$ cat src/rtl/spiker_reader_if.sv
// Handshake bundle between spiker_reader and the spiker IP data input.
// The master side presents the spike vector; the slave side accepts it and reports completion.
interface spiker_reader_if #(
    parameter int unsigned DATA_WIDTH = 800
);
    logic [DATA_WIDTH-1:0] data_in_o;
    logic                  valid_o;
    logic                  ready_i;
    logic                  done_i;

    modport master (
        output data_in_o,
        output valid_o,
        input  ready_i,
        input  done_i
    );

    modport slave (
        input  data_in_o,
        input  valid_o,
        output ready_i,
        output done_i
    );
endinterface

$ cat src/rtl/spiker_reader.sv
// Collects software-written input-spike words, snapshots them into a shadow vector on start,
// and hands that vector to the spiker IP over a valid/ready handshake until the IP reports done.
module spiker_reader #(
    parameter int unsigned WIDTH      = 32,
    parameter int unsigned N_REG      = 25,
    parameter int unsigned N_SPIKES   = 784,
    parameter int unsigned DATA_WIDTH = 800
) (
    input  logic                   clk_i,
    input  logic                   rst_i,
    input  logic                   test_mode_i,
    input  logic [N_REG*WIDTH-1:0] spikes_q_i,
    input  logic [N_REG-1:0]       spikes_qe_i,
    input  logic                   start_q_i,
    input  logic                   start_qe_i,
    input  logic                   err_clr_i,
    spiker_reader_if.master        ip,
    output logic                   busy_o,
    output logic [N_REG-1:0]       written_o,
    output logic                   err_incomplete_o,
    output logic                   err_busy_o
);

    typedef enum logic [1:0] {
        IDLE  = 2'd0,
        VALID = 2'd1,
        WAIT  = 2'd2
    } state_t;

    // Only the low N_SPIKES bits carry spikes; the padding up to DATA_WIDTH is always zero.
    localparam logic [DATA_WIDTH-1:0] SPIKE_MASK = {DATA_WIDTH{1'b1}} >> (DATA_WIDTH - N_SPIKES);

    state_t                r_state;
    logic [DATA_WIDTH-1:0] r_data;
    logic                  r_valid;
    logic [N_REG-1:0]      r_written;
    logic                  r_err_incomplete;
    logic                  r_err_busy;

    logic                  w_start;
    logic                  w_complete;

    assign w_start    = start_q_i & start_qe_i;
    assign w_complete = (&r_written) | test_mode_i;

    always_ff @(posedge clk_i) begin
        if (rst_i) begin
            r_state          <= IDLE;
            r_data           <= '0;
            r_valid          <= 1'b0;
            r_written        <= '0;
            r_err_incomplete <= 1'b0;
            r_err_busy       <= 1'b0;
        end else begin
            r_written <= r_written | spikes_qe_i;

            // Clear first so a same-cycle error set below takes priority.
            if (err_clr_i) begin
                r_err_incomplete <= 1'b0;
                r_err_busy       <= 1'b0;
            end

            case (r_state)
                IDLE: begin
                    if (w_start) begin
                        if (w_complete) begin
                            r_data    <= spikes_q_i & SPIKE_MASK;
                            r_written <= spikes_qe_i;
                            r_valid   <= 1'b1;
                            r_state   <= VALID;
                        end else begin
                            r_err_incomplete <= 1'b1;
                        end
                    end
                end
                VALID: begin
                    if (w_start) begin
                        r_err_busy <= 1'b1;
                    end
                    if (ip.ready_i) begin
                        r_valid <= 1'b0;
                        r_state <= WAIT;
                    end
                end
                WAIT: begin
                    if (w_start) begin
                        r_err_busy <= 1'b1;
                    end
                    if (ip.done_i) begin
                        r_state <= IDLE;
                    end
                end
                default: begin
                    r_valid <= 1'b0;
                    r_state <= IDLE;
                end
            endcase
        end
    end

    assign ip.data_in_o      = r_data;
    assign ip.valid_o        = r_valid;
    assign busy_o            = (r_state != IDLE);
    assign written_o         = r_written;
    assign err_incomplete_o  = r_err_incomplete;
    assign err_busy_o        = r_err_busy;

endmodule

$ cat src/flat_wrapper.sv
// flat-port wrapper written by rule: the top's interface ports become plain ports
module spiker_reader_flat 
#(
    parameter int unsigned WIDTH      = 32,
    parameter int unsigned N_REG      = 25,
    parameter int unsigned N_SPIKES   = 784,
    parameter int unsigned DATA_WIDTH = 800
)
  (clk_i, rst_i, test_mode_i, spikes_q_i, spikes_qe_i, start_q_i, start_qe_i, err_clr_i, busy_o, written_o, err_incomplete_o, err_busy_o, ip_data_in_o, ip_valid_o, ip_ready_i, ip_done_i);
  spiker_reader_if #(.DATA_WIDTH(DATA_WIDTH)) ip_i ();
  input  logic clk_i;
  input  logic rst_i;
  input  logic test_mode_i;
  input  logic [N_REG*WIDTH-1:0] spikes_q_i;
  input  logic [N_REG-1:0] spikes_qe_i;
  input  logic start_q_i;
  input  logic start_qe_i;
  input  logic err_clr_i;
  output logic busy_o;
  output logic [N_REG-1:0] written_o;
  output logic err_incomplete_o;
  output logic err_busy_o;
  output wire logic [$bits(ip_i.data_in_o)-1:0] ip_data_in_o;
  output wire logic [$bits(ip_i.valid_o)-1:0] ip_valid_o;
  input wire logic [$bits(ip_i.ready_i)-1:0] ip_ready_i;
  input wire logic [$bits(ip_i.done_i)-1:0] ip_done_i;
  assign ip_data_in_o = ip_i.data_in_o;
  assign ip_valid_o = ip_i.valid_o;
  assign ip_i.ready_i = ip_ready_i;
  assign ip_i.done_i = ip_done_i;
  spiker_reader #(.WIDTH(WIDTH), .N_REG(N_REG), .N_SPIKES(N_SPIKES), .DATA_WIDTH(DATA_WIDTH)) u_core (.clk_i(clk_i), .rst_i(rst_i), .test_mode_i(test_mode_i), .spikes_q_i(spikes_q_i), .spikes_qe_i(spikes_qe_i), .start_q_i(start_q_i), .start_qe_i(start_qe_i), .err_clr_i(err_clr_i), .ip(ip_i), .busy_o(busy_o), .written_o(written_o), .err_incomplete_o(err_incomplete_o), .err_busy_o(err_busy_o));
endmodule
$ cat config.mk
export PLATFORM = sky130hd
export DESIGN_NAME = spiker_reader_flat
export DESIGN_NICKNAME = d
export VERILOG_FILES = /design/src/rtl/spiker_reader_if.sv /design/src/rtl/spiker_reader.sv /design/src/flat_wrapper.sv
export SDC_FILE = /design/constraint.sdc
export NUM_CORES = 2
export LEC_CHECK = 0
export ABC_AREA = 1
export CAP_MARGIN = 0
export CORE_AREA = 10 10 640 642
export DETAILED_ROUTE_END_ITERATION = 10
export DIE_AREA = 0 0 650 652
export GPL_TIMING_DRIVEN = 0
export HOLD_SLACK_MARGIN = 0.05
export PLACE_DENSITY_LB_ADDON = 0.15
export SYNTH_ARGS = -nofsm -noshare
export SYNTH_HDL_FRONTEND = slang
export SYNTH_SLANG_ARGS = --single-unit
$ cat constraint.sdc
create_clock -name clk_i -period 3.25 [get_ports clk_i]
set_clock_uncertainty 0.2 [all_clocks]
set_input_delay 0.975 -clock clk_i [delete_from_list [all_inputs] [get_ports clk_i]]
set_output_delay 0.975 -clock clk_i [all_outputs]
set_load 0.01 [all_outputs]
==> flow_results.org <==
** Timing
- At the pin with the least slew margin, the transition time is 1.29 ns.
- Setup violations remaining at the end of the flow were counted as 829.
- Setup repair after global routing could not meet its margin everywhere.
- The final critical path takes up 110% of the cycle.
- Across all setup checks in the final design, the least slack found is -0.325 ns.
- Max-slew violation count :: 0
- Final sum of negative setup slack :: -149.56 ns
- The number of failing hold endpoints at the final stage is 0.
- Worst Hold Margin :: 0.257 ns
- The worst pin sits at a relative slew slack of 13.7%.
- Final critical-path required period :: 3.58 ns
- Based on the critical path, the design can be clocked at up to 0.280 GHz.

** Pwr
- Internal power comes to 0.0224 W.
- In this run the power density over the cells is 526 mW/mm2.
- Across the VDD grid, the largest voltage drop is 0.000423 V.
- In this run switching power makes up 31.1% of total power.
- In this run the static leakage power is 20.0 nW.
- Net switching power :: 0.0101 W
- Per report_power, the clock group accounts for 43.1% of the total.
- The share of total power dissipated in combinational logic is 22.6%.
- Part of the total power dissipated in sequential elements :: 34.3%

** Global routing
- Global-route wire length before repair :: 410 mm
- Entering global routing, the biggest net connects 20 pins.
- The via count of the first global-routing pass came to 35210.
- Global routing finished with a remaining overflow of 0.
- Global routing consumed, over all layers together, 14.8% of the routing resources.
- The number of antenna violations at the first check in global routing is 203.

** Critical path
- Setup slack of the worst register-to-register path :: -0.33 ns
- CP Class :: flip-flop to flip-flop
- Data on the critical path arrives at its endpoint at 4.08 ns.
- For the worst setup path, the data required time is 3.76 ns.
- In this run the worst path has a maximum fanout of 8.
- STA classifies the critical path startpoint as a flip-flop.
- Setup crit end kind :: flip-flop

** Route
- Post-detailed-route via-to-cell ratio :: 3.25
- Summing over every cut layer, the via total after detailed routing is 35455.
- In the final routed layout, each cell accounts on average for 30.5 um.
- DRT Wirelength :: 332 mm
- After detailed routing, the number of remaining DRC violations is 0.
- For this block, the initial DRC count from the detailed router was 2236.
- Antenna Violating Nets Remaining :: 0
- For this run, the detailed router's first-pass iteration total came to 6.

** Clock tree
- Clk buf depth :: 4
- Clock-pin slew was measured on the worst setup and hold paths at 0.06 ns.
- Depth of the CTS H-tree :: 3
- The tree is rooted in a sky130_fd_sc_hd__clkbuf_16.
- The tree built by TritonCTS fans out to 814 sinks.
- TritonCTS built the clock tree.
- Insertion delay to the later sink of the worst-skew pair :: 0.88 ns
- Num CTS Buffers :: 119

** Floorplanning
- The floorplan has 232 rows.
- Die Height :: 652 um
- Initial cell density of the core :: 7.52%
- Number of primary I/O pins :: 1662
- CORE AREA :: 0.397 mm2
- Die Wd :: 650 um
- Die footprint :: 0.424 mm2

** Placed design
- # port buffers :: 1628
- Gp weighted congestion :: 0.864
- Post-DP HPWL :: 284 mm
- The placed instances occupy a cell area of 0.0529 mm2.

** Status
- Status :: finished with violations
- Failing checks :: setup timing

** Yosys
- Counting flops and latches in the post-synthesis netlist gives 814.
- After synthesis the cells add up to 0.0299 mm2.
- Each instance of the synthesized netlist takes up on average 8.18 um2.
- For this run, the leading register cell type out of synthesis is sky130_fd_sc_hd__dfxtp_1.
- Number of synthesis warnings :: 0
- After synthesis, the netlist uses 18 different library cells.
- Synth async-reset ratio :: 0%
- Sequential area share after synthesis :: 54.5%
- In this run, synthesis inferred 0 flip-flops with an integrated enable.
- Counting every instance in the synthesized netlist gives 3656.

** Finish
- In the final design database the tool counted 6341 nets.
- Fraction of final layout cells with drive strength greater than 1 :: 16.9%
- The finished cells cover 0.0617 mm2.
- Compared with the post-synthesis result, the final layout area differs by 107%.

** Min path
- The worst hold path belongs to the class flip-flop to flip-flop.

** Job
- Max-cap viol count :: 0
cells in the final DEF (no fill, tap or decap), types with 2 or more instances in the layout:
| cell type | instances |
|---|---|
| sky130_fd_sc_hd__buf_8 | 33 |
| sky130_fd_sc_hd__dfxtp_4 | 3 |
| sky130_fd_sc_hd__clkbuf_8 | 51 |
| sky130_fd_sc_hd__dfxtp_1 | 810 |
| sky130_fd_sc_hd__nand3_2 | 69 |
| sky130_fd_sc_hd__inv_1 | 16 |
| sky130_fd_sc_hd__clkinvlp_4 | 9 |
| sky130_fd_sc_hd__nand2_1 | 680 |
| sky130_fd_sc_hd__conb_1 | 16 |
| sky130_fd_sc_hd__nand4_1 | 5 |
| sky130_fd_sc_hd__nor2_2 | 3 |
| sky130_fd_sc_hd__buf_12 | 40 |
| sky130_fd_sc_hd__buf_16 | 24 |
| sky130_fd_sc_hd__clkinv_4 | 2 |
| sky130_fd_sc_hd__clkdlybuf4s15_2 | 3 |
| sky130_fd_sc_hd__clkbuf_2 | 8 |
| sky130_fd_sc_hd__nand2_4 | 69 |
| sky130_fd_sc_hd__buf_2 | 87 |
| sky130_fd_sc_hd__clkbuf_16 | 163 |
| sky130_fd_sc_hd__clkdlybuf4s50_1 | 1610 |
| sky130_fd_sc_hd__clkbuf_4 | 9 |
| sky130_fd_sc_hd__nor2_1 | 33 |
| sky130_fd_sc_hd__nand3_1 | 700 |
| sky130_fd_sc_hd__nand3_4 | 18 |
| sky130_fd_sc_hd__nand2_2 | 61 |
| sky130_fd_sc_hd__diode_2 | 35 |
| sky130_fd_sc_hd__buf_6 | 58 |
| sky130_fd_sc_hd__ha_1 | 3 |
| sky130_fd_sc_hd__clkinv_2 | 17 |
| sky130_fd_sc_hd__bufinv_16 | 11 |
| sky130_fd_sc_hd__a21oi_2 | 148 |
| sky130_fd_sc_hd__buf_4 | 51 |
| sky130_fd_sc_hd__a21oi_1 | 663 |
| sky130_fd_sc_hd__dlygate4sd2_1 | 15 |
| sky130_fd_sc_hd__inv_6 | 2 |
| sky130_fd_sc_hd__clkbuf_1 | 105 |
registers in the layout, indices dropped and copies added (netlist names):
name                     flops
u_core.ip.valid_o            1
u_core.written_o            25
u_core.err_busy_o            1
u_core.r_state               2
u_core.err_incomplete_o      1
u_core.ip.data_in_o        784
critical path, cell delays in order (launching register included):
cell	delay, ns
sky130_fd_sc_hd__dfxtp_4	0.40
sky130_fd_sc_hd__nand4_1	0.92
sky130_fd_sc_hd__nor2_2	0.46
sky130_fd_sc_hd__nand2_4	0.17
sky130_fd_sc_hd__nand2_4	0.12
sky130_fd_sc_hd__buf_12	0.11
sky130_fd_sc_hd__nand2_8	0.06
sky130_fd_sc_hd__buf_16	0.18
sky130_fd_sc_hd__buf_16	0.18
sky130_fd_sc_hd__buf_12	0.18
sky130_fd_sc_hd__clkbuf_16	0.15
sky130_fd_sc_hd__nand2_2	0.06
sky130_fd_sc_hd__a21oi_2	0.05
synth_stat cells (2+ instances only):
| library cell | number | area share [%] |
|---|---|---|
| sky130_fd_sc_hd__dfxtp_1 | 814 | 55 |
| sky130_fd_sc_hd__a21oi_1 | 812 | 14 |
| sky130_fd_sc_hd__nand2_1 | 809 | 10 |
| sky130_fd_sc_hd__nand3_1 | 787 | 13 |
| sky130_fd_sc_hd__clkbuf_1 | 146 | 1.8 |
| sky130_fd_sc_hd__buf_2 | 99 | 1.7 |
| sky130_fd_sc_hd__buf_6 | 90 | 3.4 |
| sky130_fd_sc_hd__nor2_1 | 35 | 0.44 |
| sky130_fd_sc_hd__buf_4 | 22 | 0.55 |
| sky130_fd_sc_hd__inv_1 | 16 | 0.20 |
| sky130_fd_sc_hd__buf_1 | 12 | 0.15 |
| sky130_fd_sc_hd__nand4_1 | 5 | 0.10 |
| sky130_fd_sc_hd__ha_1 | 3 | 0.13 |
| sky130_fd_sc_hd__nand2_2 | 2 | 0.042 |
layer usage:
metal	vias up	track usage (%)	share of wire (%)
met5	-	0	0.12
met1	17206	16.8	39
met3	415	6.12	9.5
met2	1549	26.2	49
li1	16215	-	-
met4	70	2.30	1.9
stage by stage:
| stage | power, W | setup WS [ns] | utilization [%] | instances |
|---|---|---|---|---|
| after detailed placement | 0.0179 | -2.05 | 13.3 | 10566 |
| after global routing | 0.0339 | -0.232 | 15.5 | 10872 |
| final | 0.0324 | -0.325 | 15.5 | 10903 |
| after CTS | 0.0328 | -0.269 | 15.0 | 10830 |
| after global placement | 0.0179 | -2.59 | 13.3 | 10564 |
| after floorplan | 0.0134 | 1.08 | - | 3671 |
cells by family after synthesis:
group	count (synthesis)	synth area share, %
buffers and inverters	385	7.78
AND/OR/NAND/NOR	1640	24.0
AO/OA/AOI/OAI	813	13.6
other	1	0.0125
adder cells (fa/ha/maj)	3	0.126
flip-flops	814	54.5
what timing repair did:
action,in CTS,in global routing
resized for setup,445,444
hold buffers,0,0
setup endpoints to repair,976,921
gates cloned,19,26
pin swaps,44,62
buffers inserted,29,15
final timing paths:
check	cells past startpoint	start	endpoint
max	12	u_core.written_o[17]	u_core.ip.data_in_o[234]
min reg2reg	2	u_core.ip.data_in_o[371]	u_core.ip.data_in_o[371]
max reg2reg	12	u_core.written_o[17]	u_core.ip.data_in_o[234]
min	2	u_core.ip.data_in_o[371]	u_core.ip.data_in_o[371]
layout make-up:
class                   count  area [um2]
diodes                     35        87.6
flip-flops and latches    814       16300
inverters                  16        60.1
repair buffers           1719       18100
fillers                 44761      336000
multi-input cells        2472       13200
plain buffers             363        3290
clock inverters            43         554
well taps                5265        6590
clock buffers             176        3570
power by group through the flow:
stage          combinational, W  sequential (W)  clock, W
6_report                0.00732          0.0111    0.0140
5_1_grt                 0.00780          0.0112    0.0149
4_1_cts                 0.00709          0.0111    0.0146
3_5_place_dp            0.00656          0.0113         0
3_3_place_gp            0.00657          0.0113         0
2_1_floorplan           0.00199          0.0114         0
Note: power is estimated with default switching activity, not from simulation.
